## config.mk

```make
export PLATFORM = sky130hd
export DESIGN_NAME = hockey_param
export DESIGN_NICKNAME = d
export VERILOG_FILES = /design/src/rtl/hockey_param.sv
export SDC_FILE = /design/constraint.sdc
export NUM_CORES = 1
export LEC_CHECK = 0
export ABC_AREA = 1
export CORE_ASPECT_RATIO = 0.75
export CORE_MARGIN = 4
export CORE_UTILIZATION = 55
export DETAILED_ROUTE_END_ITERATION = 12
export PLACE_DENSITY = 0.77
export SLEW_MARGIN = 0
export SYNTH_ARGS = -nofsm -noshare
export SYNTH_HDL_FRONTEND = slang
export SYNTH_SLANG_ARGS = --single-unit
```

## constraint.sdc

```tcl
create_clock -name clk -period 2.4 [get_ports clk]
set_input_delay 0.72 -clock clk [delete_from_list [all_inputs] [get_ports clk]]
set_output_delay 0.72 -clock clk [all_outputs]
set_load 0.02 [all_outputs]
```

## src/rtl/hockey_param.sv

```systemverilog
// Two-player grid hockey: serve, puck travel with wall bounce, hit window, scoring, win detect.
// Latency: button edges act on the next clock; puck steps every P clocks; backpressure: none.
module hockey_param #(
   parameter int unsigned GRID      = 5,
   parameter int unsigned WIN_SCORE = 3,
   parameter int unsigned STEP_CYC  = 4,
   parameter int unsigned RESP_CYC  = 8,
   parameter int unsigned GOAL_CYC  = 6,
   parameter int unsigned PW        = (GRID > 2) ? $clog2(GRID) : 1,
   parameter int unsigned SW        = $clog2(WIN_SCORE + 1)
) (
   input  logic            clk,
   input  logic            rst,
   input  logic            BTNA,
   input  logic            BTNB,
   input  logic [1:0]      DIRA,
   input  logic [1:0]      DIRB,
   input  logic [PW-1:0]   YA,
   input  logic [PW-1:0]   YB,
   output logic            LEDA,
   output logic            LEDB,
   output logic [GRID-1:0] LEDX,
   output logic [PW-1:0]   X,
   output logic [PW-1:0]   Y,
   output logic [SW-1:0]   SCOREA,
   output logic [SW-1:0]   SCOREB,
   output logic [1:0]      WINNER
);

   typedef enum logic [2:0] {
      S_IDLE, S_SERVE, S_MOVE, S_RESP, S_GOAL, S_OVER
   } state_t;

   localparam logic [PW-1:0]   XMAX    = PW'(GRID - 1);
   localparam logic [SW-1:0]   WIN     = SW'(WIN_SCORE);
   localparam logic [7:0]      P_INIT  = 8'(STEP_CYC);
   localparam logic [15:0]     RESP_LST = 16'(RESP_CYC - 1);
   localparam logic [15:0]     GOAL_LST = 16'(GOAL_CYC - 1);
   localparam logic [GRID-1:0] ONE_HOT0 = GRID'(1);

   state_t        state_q, state_d;
   logic [PW-1:0] x_q, x_d, y_q, y_d;
   logic [1:0]    vdir_q, vdir_d;     // 00 straight, 01 Y up, 10 Y down
   logic          xdir_q, xdir_d;     // 1: travelling toward B
   logic          srv_q, srv_d;       // 0: A, 1: B
   logic          scorer_q, scorer_d;
   logic [7:0]    p_q, p_d;
   logic [15:0]   cnt_q, cnt_d;
   logic [SW-1:0] sa_q, sa_d, sb_q, sb_d;
   logic [1:0]    win_q, win_d;
   logic          btna_q, btnb_q;

   logic          edge_a, edge_b, srv_edge, rcv_edge;
   logic [PW-1:0] srv_y, rcv_y, x_step;
   logic [1:0]    srv_dir, rcv_dir;

   function automatic logic [1:0] norm_dir(input logic [1:0] d);
      return (d == 2'b11) ? 2'b00 : d;
   endfunction

   assign edge_a   = BTNA & ~btna_q;
   assign edge_b   = BTNB & ~btnb_q;
   assign srv_edge = srv_q ? edge_b : edge_a;
   assign srv_y    = srv_q ? YB : YA;
   assign srv_dir  = srv_q ? DIRB : DIRA;
   assign rcv_edge = xdir_q ? edge_b : edge_a;
   assign rcv_y    = xdir_q ? YB : YA;
   assign rcv_dir  = xdir_q ? DIRB : DIRA;
   assign x_step   = xdir_q ? (x_q + 1'b1) : (x_q - 1'b1);

   always_comb begin
      state_d  = state_q;
      x_d      = x_q;
      y_d      = y_q;
      vdir_d   = vdir_q;
      xdir_d   = xdir_q;
      srv_d    = srv_q;
      scorer_d = scorer_q;
      p_d      = p_q;
      cnt_d    = cnt_q;
      sa_d     = sa_q;
      sb_d     = sb_q;
      win_d    = win_q;
      case (state_q)
         S_IDLE: begin
            if (edge_a) begin
               srv_d   = 1'b0;
               state_d = S_SERVE;
            end else if (edge_b) begin
               srv_d   = 1'b1;
               state_d = S_SERVE;
            end
         end
         S_SERVE: begin
            if (srv_edge && (32'(srv_y) < GRID)) begin
               x_d     = srv_q ? XMAX : '0;
               y_d     = srv_y;
               vdir_d  = norm_dir(srv_dir);
               xdir_d  = ~srv_q;
               p_d     = P_INIT;
               cnt_d   = '0;
               state_d = S_MOVE;
            end
         end
         S_MOVE: begin
            if (cnt_q == ({8'd0, p_q} - 16'd1)) begin
               cnt_d = '0;
               x_d   = x_step;
               // A wall hit reflects the puck within the same step
               case (vdir_q)
                  2'b01: begin
                     if (y_q == XMAX) begin
                        y_d    = y_q - 1'b1;
                        vdir_d = 2'b10;
                     end else begin
                        y_d = y_q + 1'b1;
                     end
                  end
                  2'b10: begin
                     if (y_q == '0) begin
                        y_d    = y_q + 1'b1;
                        vdir_d = 2'b01;
                     end else begin
                        y_d = y_q - 1'b1;
                     end
                  end
                  default: y_d = y_q;
               endcase
               if (x_step == (xdir_q ? XMAX : '0)) state_d = S_RESP;
            end else begin
               cnt_d = cnt_q + 16'd1;
            end
         end
         S_RESP: begin
            if (rcv_edge && (rcv_y == y_q)) begin
               xdir_d  = ~xdir_q;
               vdir_d  = norm_dir(rcv_dir);
               p_d     = (p_q > 8'd1) ? (p_q - 8'd1) : 8'd1;
               cnt_d   = '0;
               state_d = S_MOVE;
            end else if (rcv_edge || (cnt_q == RESP_LST)) begin
               scorer_d = ~xdir_q;
               if (xdir_q) begin
                  if (sa_q < WIN) sa_d = sa_q + 1'b1;
               end else begin
                  if (sb_q < WIN) sb_d = sb_q + 1'b1;
               end
               cnt_d   = '0;
               state_d = S_GOAL;
            end else begin
               cnt_d = cnt_q + 16'd1;
            end
         end
         S_GOAL: begin
            if (cnt_q == GOAL_LST) begin
               cnt_d = '0;
               if ((scorer_q ? sb_q : sa_q) == WIN) begin
                  win_d   = scorer_q ? 2'b10 : 2'b01;
                  state_d = S_OVER;
               end else begin
                  srv_d   = ~scorer_q;
                  state_d = S_SERVE;
               end
            end else begin
               cnt_d = cnt_q + 16'd1;
            end
         end
         S_OVER:  state_d = S_OVER;
         default: state_d = S_IDLE;
      endcase
   end

   always_ff @(posedge clk or negedge rst) begin
      if (!rst) begin
         state_q  <= S_IDLE;
         x_q      <= '0;
         y_q      <= '0;
         vdir_q   <= '0;
         xdir_q   <= 1'b0;
         srv_q    <= 1'b0;
         scorer_q <= 1'b0;
         p_q      <= P_INIT;
         cnt_q    <= '0;
         sa_q     <= '0;
         sb_q     <= '0;
         win_q    <= '0;
         btna_q   <= 1'b0;
         btnb_q   <= 1'b0;
      end else begin
         state_q  <= state_d;
         x_q      <= x_d;
         y_q      <= y_d;
         vdir_q   <= vdir_d;
         xdir_q   <= xdir_d;
         srv_q    <= srv_d;
         scorer_q <= scorer_d;
         p_q      <= p_d;
         cnt_q    <= cnt_d;
         sa_q     <= sa_d;
         sb_q     <= sb_d;
         win_q    <= win_d;
         btna_q   <= BTNA;
         btnb_q   <= BTNB;
      end
   end

   always_comb begin
      LEDA = ((state_q == S_SERVE) && !srv_q) || ((state_q == S_RESP) && !xdir_q);
      LEDB = ((state_q == S_SERVE) &&  srv_q) || ((state_q == S_RESP) &&  xdir_q);
      LEDX = '0;
      if ((state_q == S_MOVE) || (state_q == S_RESP)) LEDX = ONE_HOT0 << x_q;
      else if (state_q == S_GOAL)                     LEDX = '1;
   end

   assign X      = x_q;
   assign Y      = y_q;
   assign SCOREA = sa_q;
   assign SCOREB = sb_q;
   assign WINNER = win_q;

endmodule
```

==> results.txt, run 1 <==
----------------------------------------------------
[Clock network]
  Clock-pin transition on the worst setup and hold timing paths ... 0.09 ns
  Number of clock sinks ... between 40 and 50
  Hold Buf Count CTS ... 0
  Buffer cell driving the clock tree root ... sky130_fd_sc_hd__clkbuf_8
  Maximum buffer depth of the clock tree ... 2
  Source-to-sink clock delay at the later pin of the worst-skew pair ... 0.31 ns
  Clock tree from TritonCTS ... built
  Number of buffers added by the clock tree synthesis step ... 5
  H-tree lvl count ... 2

[Timing]
  Final setup violation count ... 0
  Final worst clock skew ... 0.0139 ns
  Final Hold Slack ... 0.368 ns
  Final worst-path cycle share ... 97.2%
  Relative slew margins ... 65.8%
  Post-route setup TNS ... 0 ns
  Fmax ... 0.429 GHz
  Crit path time final ... 2.33 ns
  Count of final hold-check violations ... 0
  Final Max Tran Viols ... 0
  Least-Margin Pin Slew ... 0.513 ns

[Die]
  Area enclosed by the die boundary ... between 7000 and 8000 um^2
  Initial core utilization ... 56.6%
  Top-Level Pins ... 33
  Die width ... 101 um
  CORE AREA ... between 6000 and 7000 um^2
  Row count ... 25
  Die Ht ... 77.6 um

[Worst setup path]
  Startpoint Class ... input port
  Setup crit end kind ... register
  Required time worst endpoint ... roughly 2.6 ns
  Crit path max fanout ... 4
  Cell with the biggest individual delay on the critical path ... sky130_fd_sc_hd__clkdlybuf4s50_1
  Data arrival time of the critical path ... between 2 and 3 ns
  Worst stage delay on the critical path ... 0.50 ns
  CP cell instances ... clkdlybuf4s50_1 -> inv_1 -> nor2_2 -> buf_4 -> nand2_1 -> o21ai_1 -> a21oi_2 -> nor2_1 -> nand3_2 -> nand2_1 -> nand2_1
  Category of the most critical setup path ... input port to register
  CP dominant cell by count ... sky130_fd_sc_hd__nand2_1

[Detailed routing]
  Remaining antenna violation count ... 0
  Average wire per standard cell ... 14.3 um
  Via count ... ~3700
  Initial DRC count ... 330
  Total Routed Length ... 9.76 mm
  Number of detailed-routing iterations run before antenna repair ... 7
  Via-to-Cell Ratio ... 5.48
  Count of unresolved DRC violations after routing ... 0

[Logic synthesis]
  Post-synthesis simple-gate area fraction ... 35.4%
  Post-synthesis compound-gate area fraction ... 12.4%
  Total nets after synthesis ... about 550
  Yosys warning count ... 0
  Dominant combinational cell family by area after synthesis ... simple AND/OR/NAND/NOR gates
  Number of library cell types mapped by synthesis ... 42
  Proportion of synthesized area in mux cells ... 0.281%
  Post-synthesis adder-cell area fraction ... 4.43%
  Number of instances in the synthesized netlist ... 528
  Area share of xor/xnor cells in the synthesized design ... 5.07%
  Mean cell area of the mapped netlist ... 6.74 um^2
  Combined area of all synthesized cells ... between 3000 and 4000 um^2
  Seq cells post-synth ... 46
  Portion of the post-synthesis area used by sequential elements ... roughly a third

[Power]
  Power per Cell Area ... 334 nW/um^2
  Seq pwr share ... between 50% and 60%
  Switching part of the total power ... 21.6%
  Highest ir drop seen on vdd ... 0.304 mV
  Internal ... between 1000 and 1500 uW
  Net switching power figure ... 317 uW
  Portion of total power attributed to combinational logic ... under 10%
  P_leak ... 0.00228 uW
  Clk pwr share ... 41.4%

[Min path]
  Class of the tightest hold or removal check ... input port to async pin

[Global route]
  Number of antenna violations at the first check in global routing ... 0
  Maximum number of pins on one net before global-route repair ... 27
  Global-route wire length before repair ... 15.9 mm
  Global route overflow ... 0
  Global Route Usage Sum ... ~25%
  Via count of the first global-routing pass ... between 3000 and 4000

[Cells and area]
  Share of post-route cells with drive strength above 1 ... 15.4%
  Final core utilization ... 69.8%
  Final cell area excluding filler cells ... ~4400 um^2
  Count of nets after finishing ... ~630
  Count of inserted antenna diode cells ... 0
  Layout Area Growth over Synthesis ... 23.3%

[Placement]
  Placed wire-length estimate after detailed placement ... 7.40 mm
  Placed instance area ... about 4200 um^2
  RePlAce Congestion ... about 0.99
  Port bufs ... 32

[Flow run]
  Number of maximum-capacitance constraint violations ... 0

[Status]
  Status ... finished, final reports clean

----------------------------------------------------
[sequential cells by signal, summed over array words and instances (netlist names)]
name and flops:
cnt_q 16, p_q 8, X 3, Y 3, state_q 3, SCOREA 2
SCOREB 2, WINNER 2, vdir_q 2, btna_q 1, btnb_q 1, scorer_q 1
srv_q 1, xdir_q 1
[worst paths after layout]
check / startpoint / endpoint / slack [ns] / cells after the start
worst max register to register: xdir_q / state_q[0] / 0.13 / 11
worst max-delay path: BTNA / state_q[0] / 0.07 / 11
worst min register to register: vdir_q[1] / vdir_q[1] / 0.49 / 2
max in group asynchronous: rst / p_q[2] / 1.42 / 2
worst min-delay path: rst / Y[0] / 0.37 / 1
min in group clk: vdir_q[1] / vdir_q[1] / 0.49 / 2
[timing repair]
action                                 in CTS  in global routing
cloned                                      0                  1
gates resized for setup                    27                 25
pin swaps                                   0                  4
setup buffers                               4                  3
setup endpoints to repair                   7                 42
endpoints found under the hold margin       0                  0
[cell usage in the layout (no fill, tap or decap), drive strengths merged, types with 2 or more instances in the layout]
cell	count
o2111ai	2
ha	11
nand4	19
nand2	151
xor2	15
xnor2	3
nor2	58
o21a	2
buf	49
dfrtp	45
nor3	9
inv	82
o211ai	4
a21oi	10
o21ai	55
clkbuf	7
nand3	44
clkdlybuf4s50	24
[synthesized netlist by cell type, drive strengths merged]
cell / number / area share [%]
a21boi: 1 / 0.21
a21oi: 10 / 1.5
a22oi: 1 / 0.21
a31o: 1 / 0.25
a31oi: 1 / 0.18
and2: 1 / 0.18
buf: 6 / 1.3
clkbuf: 1 / 0.11
dfrtp: 45 / 32
dfstp: 1 / 0.74
fa: 1 / 0.56
ha: 11 / 3.9
inv: 82 / 8.7
mux2i: 1 / 0.28
nand2: 150 / 16
nand3: 44 / 6.6
nand4: 19 / 3.3
nor2: 58 / 6.6
nor2b: 1 / 0.18
nor3: 9 / 2.0
o2111ai: 2 / 0.49
o211ai: 4 / 0.84
o21a: 2 / 0.42
o21ai: 55 / 8.1
o41ai: 1 / 0.25
or2: 1 / 0.18
xnor2: 3 / 0.74
xnor3: 1 / 0.63
xor2: 15 / 3.7
[final cells by class]
cell class	instances	area, um^2
Clock buffer	6	82.6
Clock inverter	1	30.0
Fill cell	519	1900
Inverter	82	308
Multi-Input combinational cell	394	2100
Sequential cell	46	1150
Tap cell	81	101
Timing Repair Buffer	74	611
[routing by layer]
metal  wire length (um)  track usage (%)
met1               4670             38.4
met5                  0                0
met4                 94             5.52
met3                773             3.95
met2               4230             37.1
[cells by family after synthesis]
group,count (synthesis)
and+or+nand+nor,283
buffers and inverters,89
AOI/OAI and AO/OA,78
DFF,46
xor gates and xnor gates,19
adders and majority gates,12
muxes,1
[power by group through the flow]
stage	registers [uW]	logic, uW	clock network [uW]
floorplan	792	23.4	0
global placement	792	77.3	0
detailed placement	792	79.1	0
CTS	777	79.6	613
global route	777	90.6	645
finish	777	81.6	606
[stage by stage]
stage	setup slack [ns]	instances	power (uW)
after CTS	0.000295	680	1470
after floorplan	0.103	528	816
after global placement	-0.133	669	869
after global routing	-0.0226	684	1510
after detailed placement	-0.232	669	871
final	0.0677	684	1460
[critical path: cells and delay by family]
kind / cells / cell delay, ns
AO/OA/AOI/OAI: 2 / 0.33
AND/OR/NAND/NOR: 6 / 0.78
buffers and inverters: 3 / 0.69
(Power assumes the default switching activity.)
==> run 2, diff against run 1 <==
Settings changed: ABC_AREA 1 to unset, CORE_UTILIZATION 55 to 50, PLACE_DENSITY 0.77 to 0.71, SLEW_MARGIN 0 to unset.
==> results.txt, run 2 <==
----------------------------------------------------
[Worst setup path]
  CP cell instances ... or4_4 -> nor3_2 -> nand4b_1 -> a2111o_1 -> a2111o_1 -> mux2_2
  Worst stage delay on the critical path ... 0.59 ns (+0.09 ns)
  Required time worst endpoint ... 2.60 ns (about the same)
  CP top delay family ... compound AO/OA/AOI/OAI gates
  CP dominant cell by count ... sky130_fd_sc_hd__a2111o_1
  Data arrival time of the critical path ... 2.84 ns (+0.31 ns)
  Crit path max fanout ... 3 (-1)
  Category of the most critical setup path ... register to register
  Total buffers and inverters traversed by the critical path ... 0 (-3)
  Cell with the biggest individual delay on the critical path ... sky130_fd_sc_hd__or4_4
  Startpoint Class ... register
  Setup crit end kind ... register

[Cells and area]
  Commonest cells after routing, fill and taps aside ... sky130_fd_sc_hd__buf_4 (83), sky130_fd_sc_hd__dfrtp_1 (43), sky130_fd_sc_hd__nand2_1 (40)
  Commonest non-fill, non-tap cell in the layout ... sky130_fd_sc_hd__buf_4
  Count of inserted antenna diode cells ... 0 (unchanged)
  Count of nets after finishing ... 529 (-16%)
  Final core utilization ... 73.1% (+3.3 points)
  Reg with most FFs ... cnt_q
  Number of flip-flops in the largest register ... 16 (unchanged)
  Largest regs ... cnt_q x16, p_q x8
  Layout Area Growth over Synthesis ... 38.4%
  Final cell area excluding filler cells ... 4730 um^2 (+7.9%)
  Number of standard cells in the final layout excluding fillers ... 585 (-14%)
  Share of post-route cells with drive strength above 1 ... 30.8% (+15 points)

[Logic synthesis]
  Count of flip-flops with a built-in enable after synthesis ... 0 (unchanged)
  Combined area of all synthesized cells ... 3420 um^2 (-3.9%)
  Most used flip-flop cell after synthesis ... sky130_fd_sc_hd__dfrtp_1
  Most area-consuming cells after synthesis ... sky130_fd_sc_hd__dfrtp_1 (33%), sky130_fd_sc_hd__nand2_1 (4.5%), sky130_fd_sc_hd__ha_1 (4.0%), sky130_fd_sc_hd__o21ai_0 (4.0%), sky130_fd_sc_hd__mux2i_1 (3.2%)
  Number of instances in the synthesized netlist ... 395 (-25%)
  Portion of the post-synthesis area used by sequential elements ... 33.7% (+1.3 points)
  Area share of the largest cell type after synthesis ... 32.9% (+1.3 points)
  Total nets after synthesis ... 421 (-24%)
  Most instantiated library cell after synthesis ... sky130_fd_sc_hd__dfrtp_1
  Mean cell area of the mapped netlist ... 8.65 um^2 (+28%)
  Post-synthesis async set-or-reset flop share ... 100% (unchanged)
  Yosys warning count ... 0 (unchanged)
  Number of library cell types mapped by synthesis ... 63 (+50%)
  Top cell types by occurrence after synthesis ... sky130_fd_sc_hd__dfrtp_1 (45), sky130_fd_sc_hd__nand2_1 (41), sky130_fd_sc_hd__o21ai_0 (27)
  Area leader, netlist ... sky130_fd_sc_hd__dfrtp_1
  Seq cells post-synth ... 46 (unchanged)

[Die]
  Die width ... 103 um (+2.6%)
  Initial core utilization ... 52.8% (-3.8 points)
  Row count ... 25 (unchanged)
  Area enclosed by the die boundary ... 8240 um^2 (+5.2%)
  Top-Level Pins ... 33 (unchanged)
  CORE AREA ... 6470 um^2 (+3.0%)
  Die Ht ... 79.6 um (+2.5%)

[Placement]
  # placed instances ... 563 (-16%)
  RePlAce Congestion ... 0.917 (-7.9%)
  Placed wire-length estimate after detailed placement ... 7.50 mm (+1.4%)
  Port bufs ... 32 (unchanged)
  Placed instance area ... 4360 um^2 (+3.8%)

[Detailed routing]
  Initial DRC count ... 253 (-23%)
  Count of unresolved DRC violations after routing ... 0 (unchanged)
  Total Routed Length ... 10.2 mm (+4.7%)
  Average wire per standard cell ... 17.5 um (+22%)
  Remaining antenna violation count ... 0 (unchanged)
  Via-to-Cell Ratio ... 6.01 (+9.8%)
  Via count ... 3517 (-6.1%)
  Number of detailed-routing iterations run before antenna repair ... 5 (-2)

[Global route]
  Maximum number of pins on one net before global-route repair ... 28 (+3.7%)
  Number of antenna violations at the first check in global routing ... 0 (unchanged)
  Via count of the first global-routing pass ... 3329 (-0.060%)
  Global-route wire length before repair ... 16.2 mm (+1.8%)
  Global Route Usage Sum ... 24.7% (-0.46 points)
  Global route overflow ... 0 (unchanged)

[Status]
  Status ... complete, but fails checks
  Violated checks ... negative setup slack

[Clock network]
  Clock-pin transition on the worst setup and hold timing paths ... 0.10 ns (about the same)
  Maximum buffer depth of the clock tree ... 2 (unchanged)
  Buffer cell driving the clock tree root ... sky130_fd_sc_hd__clkbuf_8
  H-tree lvl count ... 2 (unchanged)
  Clock tree from TritonCTS ... built
  Source-to-sink clock delay at the later pin of the worst-skew pair ... 0.31 ns (about the same)
  Number of buffers added by the clock tree synthesis step ... 5 (unchanged)
  Hold Buf Count CTS ... 0 (unchanged)
  Number of clock sinks ... 46 (unchanged)

[Flow run]
  Number of maximum-capacitance constraint violations ... 0 (unchanged)

[Timing]
  Final Hold Slack ... 0.363 ns (-0.00555 ns)
  Count of final hold-check violations ... 0 (unchanged)
  Min setup slack post-route ... -0.238 ns (-0.305 ns)
  Fmax ... 0.379 GHz (-12%)
  Final setup violation count ... 24 (+24)
  Final worst-path cycle share ... 110% (+13 points)
  Least-Margin Pin Slew ... 0.502 ns (-0.0109 ns)
  Relative slew margins ... 66.5% (+0.72 points)
  Final worst clock skew ... 0.00901 ns (-0.00486 ns)
  Crit path time final ... 2.64 ns (+0.305 ns)
  Post-route setup TNS ... -3.30 ns (-3.30 ns)
  RSZ-0062 raised after global routing ... true
  Final Max Tran Viols ... 0 (unchanged)

[Power]
  Highest ir drop seen on vdd ... 0.306 mV (+0.61%)
  P_leak ... 0.00215 uW (-5.5%)
  Power per Cell Area ... 311 nW/um^2 (-6.7%)

[Min path]
  Class of the tightest hold or removal check ... input port to async pin

----------------------------------------------------
-- run 2: path summary, 6_finish.rpt --
kind,start,to,slack (ns),depth (start not counted)
min in group clk,WINNER[1],WINNER[1],0.49,2
worst max-delay path,p_q[0],vdir_q[0],-0.24,6
worst max register to register,p_q[0],vdir_q[0],-0.24,6
max in group asynchronous,rst,state_q[1],1.49,2
worst min register to register,WINNER[1],WINNER[1],0.49,2
worst min-delay path,rst,scorer_q,0.36,1
-- run 2: through the flow --
step | setup slack (ns) | power, uW
after detailed placement | -0.573 | 873
after global placement | -0.498 | 871
after CTS | -0.206 | 1470
after floorplan | -0.284 | 816
after global routing | -0.318 | 1510
final | -0.238 | 1470
-- run 2: kinds of logic after synthesis --
logic type      Yosys count  synth area share (%)
buf+inv                  38                  4.43
compound gates          109                  23.2
mux                      16                  4.87
fa+ha+maj                12                  4.61
flops                    46                  33.7
simple gates            152                  23.5
xor+xnor                 22                  5.64
-- run 2: repair_timing --
| action | 4_1_cts | 5_1_grt |
|---|---|---|
| resized for setup | 47 | 39 |
| endpoints found under the setup margin | 42 | 44 |
| cloned | 2 | 0 |
| pin swaps | 12 | 19 |
| setup buffers | 11 | 5 |
-- run 2: area by class of cell --
class	count	area (um^2)
clock buffer	6	72.6
clock inverter	2	37.5
tap	81	101
inverter	15	56.3
sequential	46	1150
multi-input combinational	311	2290
fill	458	1740
timing repair buffer	124	1020
-- run 2: metal layers --
| layer | up-vias | share of wire [%] | GRT usage (%) |
|---|---|---|---|
| met5 | - | 0 | 0 |
| met4 | 0 | 0.63 | 4.40 |
| met3 | 10 | 6.6 | 4.63 |
| met2 | 147 | 45 | 37.9 |
| met1 | 1687 | 48 | 36.3 |
| li1 | 1673 | - | - |
-- run 2: where the power goes --
| part | internal (uW) | total [uW] | switching, uW |
|---|---|---|---|
| Sequential | 776 | 778 | 1.93 |
| Clock | 311 | 608 | 296 |
| Combinational | 43.6 | 87.5 | 43.9 |
| Total | 1130 | 1470 | 342 |
